[src/rtl/adf_loader.sv]
// adf_loader: register bank with dirty tracking plus a serial shifter that loads
// changed words into an ADF synthesizer, highest register index first.
module adf_loader #(
    parameter int unsigned CLK_DIV = 16,
    parameter int unsigned NREG    = 4,
    parameter int unsigned WORD_W  = 24
) (
    input  logic                                      clk,
    input  logic                                      rst,
    input  logic                                      wr_en,
    input  logic [((NREG > 1) ? $clog2(NREG) : 1)-1:0] wr_addr,
    input  logic [WORD_W-1:0]                         wr_data,
    input  logic                                      force_all,
    output logic                                      adf_clk,
    output logic                                      adf_data,
    output logic                                      adf_le,
    output logic                                      busy,
    output logic                                      done,
    output logic [NREG-1:0]                           pending
);

    localparam int unsigned AW    = (NREG > 1) ? $clog2(NREG) : 1;
    localparam int unsigned CNT_W = (CLK_DIV > 1) ? $clog2(CLK_DIV) : 1;
    localparam int unsigned BC_W  = $clog2(WORD_W + 1);
    localparam logic [CNT_W-1:0] CNT_LAST  = CNT_W'(CLK_DIV - 1);
    localparam logic [BC_W-1:0]  BITS_LAST = BC_W'(WORD_W);

    typedef enum logic [2:0] {
        IDLE, SHIFT_LO, SHIFT_HI, LE_SETUP, LE_HIGH, GAP
    } state_t;

    state_t              state, state_n;
    logic [CNT_W-1:0]    cnt, cnt_n;
    logic [BC_W-1:0]     bits, bits_n;
    logic [WORD_W-1:0]   shreg, shreg_n;
    logic [WORD_W-1:0]   bank [NREG];
    logic [NREG-1:0]     dirty, dirty_n;
    logic                clk_n, data_n, le_n, done_n;
    logic                cap, phase_end, wr_ok;
    logic [AW-1:0]       cap_idx;

    assign pending = dirty;
    assign wr_ok   = wr_en && (32'(wr_addr) < NREG);

    // Next-state, next-output and dirty-bit logic
    always_comb begin
        state_n   = state;
        cnt_n     = '0;
        bits_n    = bits;
        shreg_n   = shreg;
        clk_n     = adf_clk;
        data_n    = adf_data;
        le_n      = adf_le;
        done_n    = 1'b0;
        cap       = 1'b0;
        cap_idx   = '0;
        phase_end = (cnt == CNT_LAST);

        for (int i = 0; i < NREG; i++) begin
            if (dirty[i]) cap_idx = AW'(i);
        end

        if (state != IDLE && !phase_end) cnt_n = cnt + CNT_W'(1);

        case (state)
            IDLE: begin
                if (|dirty) begin
                    cap     = 1'b1;
                    shreg_n = bank[cap_idx];
                    data_n  = bank[cap_idx][WORD_W-1];
                    clk_n   = 1'b0;
                    bits_n  = '0;
                    state_n = SHIFT_LO;
                end
            end
            SHIFT_LO: begin
                if (phase_end) begin
                    clk_n   = 1'b1;
                    state_n = SHIFT_HI;
                end
            end
            SHIFT_HI: begin
                if (phase_end) begin
                    clk_n  = 1'b0;
                    bits_n = bits + BC_W'(1);
                    if (bits_n == BITS_LAST) begin
                        data_n  = 1'b0;
                        state_n = LE_SETUP;
                    end else begin
                        shreg_n = {shreg[WORD_W-2:0], 1'b0};
                        data_n  = shreg[WORD_W-2];
                        state_n = SHIFT_LO;
                    end
                end
            end
            LE_SETUP: begin
                if (phase_end) begin
                    le_n    = 1'b1;
                    state_n = LE_HIGH;
                end
            end
            LE_HIGH: begin
                if (phase_end) begin
                    le_n    = 1'b0;
                    state_n = GAP;
                end
            end
            GAP: begin
                if (phase_end) begin
                    done_n  = 1'b1;
                    state_n = IDLE;
                end
            end
            default: state_n = IDLE;
        endcase

        // A write's set wins over the capture's clear on the same edge
        dirty_n = dirty;
        if (cap) dirty_n[cap_idx] = 1'b0;
        if (force_all) dirty_n = '1;
        if (wr_ok) dirty_n[wr_addr] = 1'b1;
    end

    always_ff @(posedge clk or posedge rst) begin
        if (rst) begin
            state    <= IDLE;
            cnt      <= '0;
            bits     <= '0;
            shreg    <= '0;
            dirty    <= '0;
            adf_clk  <= 1'b0;
            adf_data <= 1'b0;
            adf_le   <= 1'b0;
            busy     <= 1'b0;
            done     <= 1'b0;
            for (int i = 0; i < NREG; i++) bank[i] <= '0;
        end else begin
            state    <= state_n;
            cnt      <= cnt_n;
            bits     <= bits_n;
            shreg    <= shreg_n;
            dirty    <= dirty_n;
            adf_clk  <= clk_n;
            adf_data <= data_n;
            adf_le   <= le_n;
            busy     <= (state_n != IDLE);
            done     <= done_n;
            if (wr_ok) bank[wr_addr] <= wr_data;
        end
    end

endmodule
[config.mk]
export PLATFORM = sky130hd
export DESIGN_NAME = adf_loader
export DESIGN_NICKNAME = d
export VERILOG_FILES = /design/src/rtl/adf_loader.sv
export SDC_FILE = /design/constraint.sdc
export NUM_CORES = 1
export LEC_CHECK = 0
export CAP_MARGIN = 20
export CORE_UTILIZATION = 25
export DETAILED_ROUTE_END_ITERATION = 10
export GPL_TIMING_DRIVEN = 0
export PLACE_DENSITY_LB_ADDON = 0.3
export SETUP_SLACK_MARGIN = 0.1
export SLEW_MARGIN = 20
export SYNTH_ARGS = -nofsm -noshare
export SYNTH_HDL_FRONTEND = slang
export SYNTH_SLANG_ARGS = --single-unit
[constraint.sdc]
create_clock -name clk -period 4.4 [get_ports clk]
set_input_delay 0.88 -clock clk [delete_from_list [all_inputs] [get_ports clk]]
set_output_delay 0.88 -clock clk [all_outputs]
set_load 0.02 [all_outputs]
==> results.yml, run 1 <==
status:
  run_status: "finished clean"
timing:
  clock-skew-final_ns: 0.00747
  slew_headroom_pct: 47.0
  fmax_ghz: 0.369
  fin_crit_sh_pct: 61.6
  fin_crit_ns: 2.71
  setup_viol: 0
  worst_slack_ns: 1.69
  setup-tns-final_ns: 0
  hold_viol_final: 0
  setup_repair_after_global_routing_missed_its_margin: "no"
  timing_max_transition_violations_final: 0
  max_slew.worst_pin.slew_ns: 0.795
global_routing:
  grt_overflow: 0
  use_met1_pct: 15.0
  first_pass_grt_wire_length_mm: 23.9
  fraction_of_met3_tracks_used_by_global_routing_pct: 3.48
  antenna_found_initial: 0
  first_global_vias: 4441
  grt_max_degree: 36
  gr-max-usage-layer: "met2"
  groute.usage.overall_pct: 11.9
  globalRouteMet2Util_pct: 19.7
cts:
  cts-htree-levels: 4
  clock_sinks: 140
  cts.hold.buffers_added: 0
  cts-resized-gates: 0
  clkLatencyLatePin_ns: 0.42
  clockBufferDepth: 2
  cts_made_buffers: 17
  root_buffer_master: "sky130_fd_sc_hd__clkbuf_16"
  post-cts-setup-buffer-count: 0
  tritoncts: "yes"
  clk_pin_slew_ns: 0.06
critical_path:
  worstPathArrival_ns: 3.01
  cp_data_required_time_ns: 4.70
  path_buf_inv: 2
  r2r_end: "shreg[3]"
  startpoint_type: "primary input"
  worst-setup-path-type: "primary input to flop"
  cp_slowest_cell: "sky130_fd_sc_hd__clkbuf_1"
  timing.rr.start: "bits[0]"
  critical_path_depth: 4
  critical_path.cell_chain: "clkdlybuf4s50_1 > nor3b_2 > clkbuf_1 > mux2_2"
  end_kind: "flop"
  worst_path_largest_cell_delay_ns: 0.63
  r2r.worst_path.cells: 7
  path_max_fanout: 10
  register_to_register_setup_slack_ns: 2.17
  path_delay_family: "buffers and inverters"
cells_and_area:
  layout.filler_cells: 2491
  syn_to_final_growth_pct: 22.7
  layout.cells.most_common: "sky130_fd_sc_hd__dfrtp_1"
  drive_gt1_share_pct: 28.1
  num_antenna_cells: 0
  final_net_count: 614
  fin_area_sq_um: 7970
  mostFrequentLayoutCells: "sky130_fd_sc_hd__dfrtp_1, sky130_fd_sc_hd__mux2_2, sky130_fd_sc_hd__mux2i_1"
  final-instance-count-excl-fill: 924
routing:
  drtAntennaViolNets: 0
  total_via_count_after_detailed_routing: 4202
  firstDrtPassIters: 6
  viasPerCell: 4.55
  route.detailed.wl_per_inst_microns: 16.1
  drc_errors: 0
  postRouteWirelength_mm: 14.9
  dr.first_iter.drc_count: 252
logic_synthesis:
  synthesis.area_sq_um: 6490
  synth.ff_latch_count: 140
  post_synth_inst_count: 520
  synth_async_sr_flop_share_pct: 100
  synth_enable_flop_cells: 0
  synth.largest_area_cell: "sky130_fd_sc_hd__dfrtp_1"
  syn_area_per_cell_sq_um: 12.5
  synth_largest_type_area_fraction_pct: 53.9
  synth_cell_type_count: 37
  yosys_warnings: 0
  synth_seq_area_share_pct: 53.9
  synth.area.top_cells: "sky130_fd_sc_hd__dfrtp_1, sky130_fd_sc_hd__mux2_2, sky130_fd_sc_hd__mux2i_1, sky130_fd_sc_hd__mux2_4, sky130_fd_sc_hd__o21ai_0"
  syn-num-nets: 553
  synth-main-ff-cell: "sky130_fd_sc_hd__dfrtp_1"
pwr:
  power_report.internal_total_mw: 2.55
  p_leak_nw: 3.73
  seq_power_share_pct: 46.2
  power.share.clock_pct: 42.9
  sw_frac_of_total_pct: 23.9
  worst_vdd_drop_v: 0.000208
  report.power.total_mw: 3.34
  share_comb_of_total_power_pct: 10.9
  pwr_density_cell_nw_per_um2: 420
  net-switching-power_mw: 0.798
floorplanning:
  initial_core_util_pct: 25.6
  die_x_microns: 163
  floorplan.io_pins: 39
  placement_rows: 58
  design.core.area_sq_um: 25300
  die_height_microns: 163
  die_area_sq_um: 26600
hold_path:
  hp-start: "cnt[0]"
  hp-class: "flop to flop"
  end_point_of_the_most_critical_hold_path: "cnt[0]"
  timing.hold.worst_path_depth: 1
place:
  placement.cell_area_sq_um: 7370
  placed_instances: 892
  gp_routability_congestion: 0.805
  detailedPlacementHpwl_mm: 10.2
  port_buffers: 38
  pre_cts_ws_ns: 1.26
flow_run:
  maxCapViolations: 0
[routing by layer]
layer,vias to the layer above,share of wire [%]
met4,0,1.3
met1,2156,45
met3,16,3.7
met2,57,50
li1,1973,-
met5,-,0
[logic make-up (layout without fill, tap and decap cells)]
| family | count (synthesis) | in the layout | synth area share (%) |
|---|---|---|---|
| muxes | 165 | 165 | 28.9 |
| DFF | 140 | 140 | 53.9 |
| and+or+nand+nor | 101 | 101 | 7.24 |
| AOI/OAI and AO/OA | 75 | 75 | 6.57 |
| buffers and inverters | 32 | 106 | 2.25 |
| xor gates and xnor gates | 4 | 4 | 0.539 |
| adders and majority gates | 3 | 3 | 0.578 |
[registers in the layout (all words and copies together) (netlist names)]
| name | flops |
|---|---|
| shreg | 23 |
| done | 1 |
| bits | 5 |
| bank | 96 |
| adf_le | 1 |
| cnt | 4 |
| adf_clk | 1 |
| pending | 4 |
| adf_data | 1 |
| state | 3 |
| busy | 1 |
[power by group through the flow]
stage / sequential, mW / combinational, mW / clock (mW)
2_1_floorplan: 1.54 / 0.270 / 0
3_3_place_gp: 1.56 / 0.347 / 0
3_5_place_dp: 1.57 / 0.373 / 0
4_1_cts: 1.55 / 0.374 / 1.47
5_1_grt: 1.57 / 0.410 / 1.53
6_report: 1.55 / 0.365 / 1.43
[worst max path at each step]
stage / start / endpoint / slack [ns]
after floorplan: rst / adf_clk / 1.77
after global placement: rst / bank[68] / 0.57
after detailed placement: wr_en / bank[79] / 1.26
after CTS: wr_en / bank[80] / 1.70
after global routing: wr_en / bank[80] / 1.64
final: wr_en / bank[80] / 1.69
[layout make-up]
cell class              count  area (sq um)  area share (%)
plain buffers              29           135            1.70
clock buffers              20           457            5.73
clock inverters            12           138            1.73
inverters                   3          15.0           0.188
multi-input cells         348          2850            35.7
flip-flops and latches    140          3500            44.0
well taps                 330           413            5.18
repair buffers             42           460            5.78
[metrics by stage]
step	utilization, %	hold slack [ns]
final	31.5	0.481
after global routing	31.5	0.504
after CTS	31.5	0.491
after detailed placement	29.1	0.483
after global placement	28.8	0.444
after floorplan	-	0.430
[cells in the mapped netlist, types with 5 or more instances]
cell type                  number
sky130_fd_sc_hd__clkbuf_1      19
sky130_fd_sc_hd__nand3_1        5
sky130_fd_sc_hd__mux2i_1       46
sky130_fd_sc_hd__buf_2          6
sky130_fd_sc_hd__o21ai_0       34
sky130_fd_sc_hd__nor2_1        36
sky130_fd_sc_hd__mux2_4        20
sky130_fd_sc_hd__dfrtp_1      140
sky130_fd_sc_hd__a21oi_1       29
sky130_fd_sc_hd__mux2_2        99
sky130_fd_sc_hd__nand3b_1       6
sky130_fd_sc_hd__nand2_1       38
Power figures use the tool's default switching activity.
==> inputs of run 2 (changes only) <==
clock period = 2.4 ns   (was 4.4 ns; I/O delays follow)
==> results.yml, run 2 (synthesis results as in run 1) <==
critical_path:
  worst_path_largest_cell_delay_ns: 0.66
  path_buf_inv: 2
  path_delay_family: "buffers and inverters"
  path_max_fanout: 10
  worstPathArrival_ns: 2.50
  critical_path.cell_chain: "clkdlybuf4s50_1 > nand3b_1 > clkbuf_1 > mux2_2"
  worst-setup-path-type: "primary input to flop"
  cp_data_required_time_ns: 2.70
  startpoint_type: "primary input"
  end_kind: "flop"
  cp_slowest_cell: "sky130_fd_sc_hd__clkbuf_1"
timing:
  setup-tns-final_ns: 0
  setup_viol: 0
  hold-worst-slack_ns: 0.471
  setup_repair_after_global_routing_missed_its_margin: "no"
  slew_headroom_pct: 46.9
  clock-skew-final_ns: 0.00783
  fin_crit_ns: 2.19
  fmax_ghz: 0.456
  max_slew.worst_pin.slew_ns: 0.797
  fin_crit_sh_pct: 91.3
  timing_max_transition_violations_final: 0
  hold_viol_final: 0
cts:
  clockBufferDepth: 2
  tritoncts: "yes"
  clkLatencyLatePin_ns: 0.42
  clock_sinks: 140
  clk_pin_slew_ns: 0.06
  root_buffer_master: "sky130_fd_sc_hd__clkbuf_16"
  cts_made_buffers: 17
  cts-htree-levels: 4
pwr:
  worst_vdd_drop_v: 0.000382
  pwr_density_cell_nw_per_um2: 767
  p_leak_nw: 3.74
global_routing:
  grt_max_degree: 36
  groute.usage.overall_pct: 11.9
  grt_overflow: 0
  first_global_vias: 4441
  first_pass_grt_wire_length_mm: 23.9
  antenna_found_initial: 0
place:
  detailedPlacementHpwl_mm: 10.2
  gp_routability_congestion: 0.805
  port_buffers: 38
  placement.cell_area_sq_um: 7370
routing:
  firstDrtPassIters: 4
  postRouteWirelength_mm: 14.9
  drtAntennaViolNets: 0
  drc_errors: 0
  route.detailed.wl_per_inst_microns: 16.1
  viasPerCell: 4.54
  dr.first_iter.drc_count: 264
  total_via_count_after_detailed_routing: 4213
status:
  run_status: "finished clean"
cells_and_area:
  num_antenna_cells: 0
  layout.filler_cells: 2488
  syn_to_final_growth_pct: 23.1
  mostFrequentLayoutCells: "sky130_fd_sc_hd__dfrtp_1, sky130_fd_sc_hd__mux2_2, sky130_fd_sc_hd__mux2i_1"
  final_net_count: 617
  final_core_occ_pct: 31.6
  largest_register: "bank"
  drive_gt1_share_pct: 29.0
  fin_area_sq_um: 8000
  layout_top_registers: "bank: 96 flops, shreg: 23 flops, bits: 5 flops"
  largest_register_ffs: 96
  layout.cells.most_common: "sky130_fd_sc_hd__dfrtp_1"
floorplanning:
  die_x_microns: 163
  initial_core_util_pct: 25.6
  design.core.area_sq_um: 25300
  die_area_sq_um: 26600
  placement_rows: 58
  floorplan.io_pins: 39
  die_height_microns: 163
hold_path:
  hp-class: "primary input to asynchronous set/reset pin"
flow_run:
  maxCapViolations: 0
run 2: layout make-up:
class / count / area [sq um] / area share, %
clock buffer: 20 / 457 / 5.71
sequential: 140 / 3500 / 43.8
multi-input combinational: 348 / 2850 / 35.6
tap: 330 / 413 / 5.16
inverter: 3 / 15.0 / 0.188
buffer: 29 / 139 / 1.74
timing repair buffer: 45 / 483 / 6.04
clock inverter: 12 / 138 / 1.72
run 2: path summary, 6_finish.rpt:
| path | from | endpoint | slack, ns | cells after the start |
|---|---|---|---|---|
| worst min register to register | cnt[0] | cnt[0] | 0.48 | 1 |
| max in group asynchronous | rst | bank[9] | 1.13 | 4 |
| worst max register to register | bits[1] | shreg[3] | 0.28 | 7 |
| worst max-delay path | wr_addr[0] | bank[34] | 0.21 | 4 |
| worst min-delay path | rst | bank[74] | 0.47 | 2 |
| min in group clk | cnt[0] | cnt[0] | 0.48 | 1 |
run 2: timing repair:
action                                  CTS  global route
setup buffers                             0             3
endpoints found under the setup margin    1            20
gates resized for setup                   1             3
hold buffers                              0             0
pin swaps                                 0             2
run 2: report_power, final:
group,internal [mW],switching (mW)
Combinational,0.397,0.272
Clock,1.59,1.04
Sequential,2.68,0.156
Total,4.67,1.47
run 2: through the flow:
step | setup slack, ns | total power [mW] | cells
2_1_floorplan | 0.171 | 3.32 | 520
3_3_place_gp | -1.03 | 3.49 | 888
3_5_place_dp | -0.345 | 3.56 | 892
4_1_cts | 0.173 | 6.22 | 924
5_1_grt | 0.107 | 6.43 | 927
6_report | 0.208 | 6.14 | 927
run 2: routing by layer:
| metal | vias to the layer above | wire length, microns | GRT usage, % |
|---|---|---|---|
| li1 | 1982 | - | - |
| met2 | 66 | 7370 | 19.7 |
| met4 | 0 | 195 | 3.53 |
| met5 | - | 0 | 0 |
| met3 | 11 | 648 | 3.48 |
| met1 | 2154 | 6690 | 15.0 |
==> inputs of run 3 (changes only) <==
HOLD_SLACK_MARGIN = 0.05   (was not set)
==> results of run 3 <==
Final layout, timing and power as in run 2 (identical DEF).
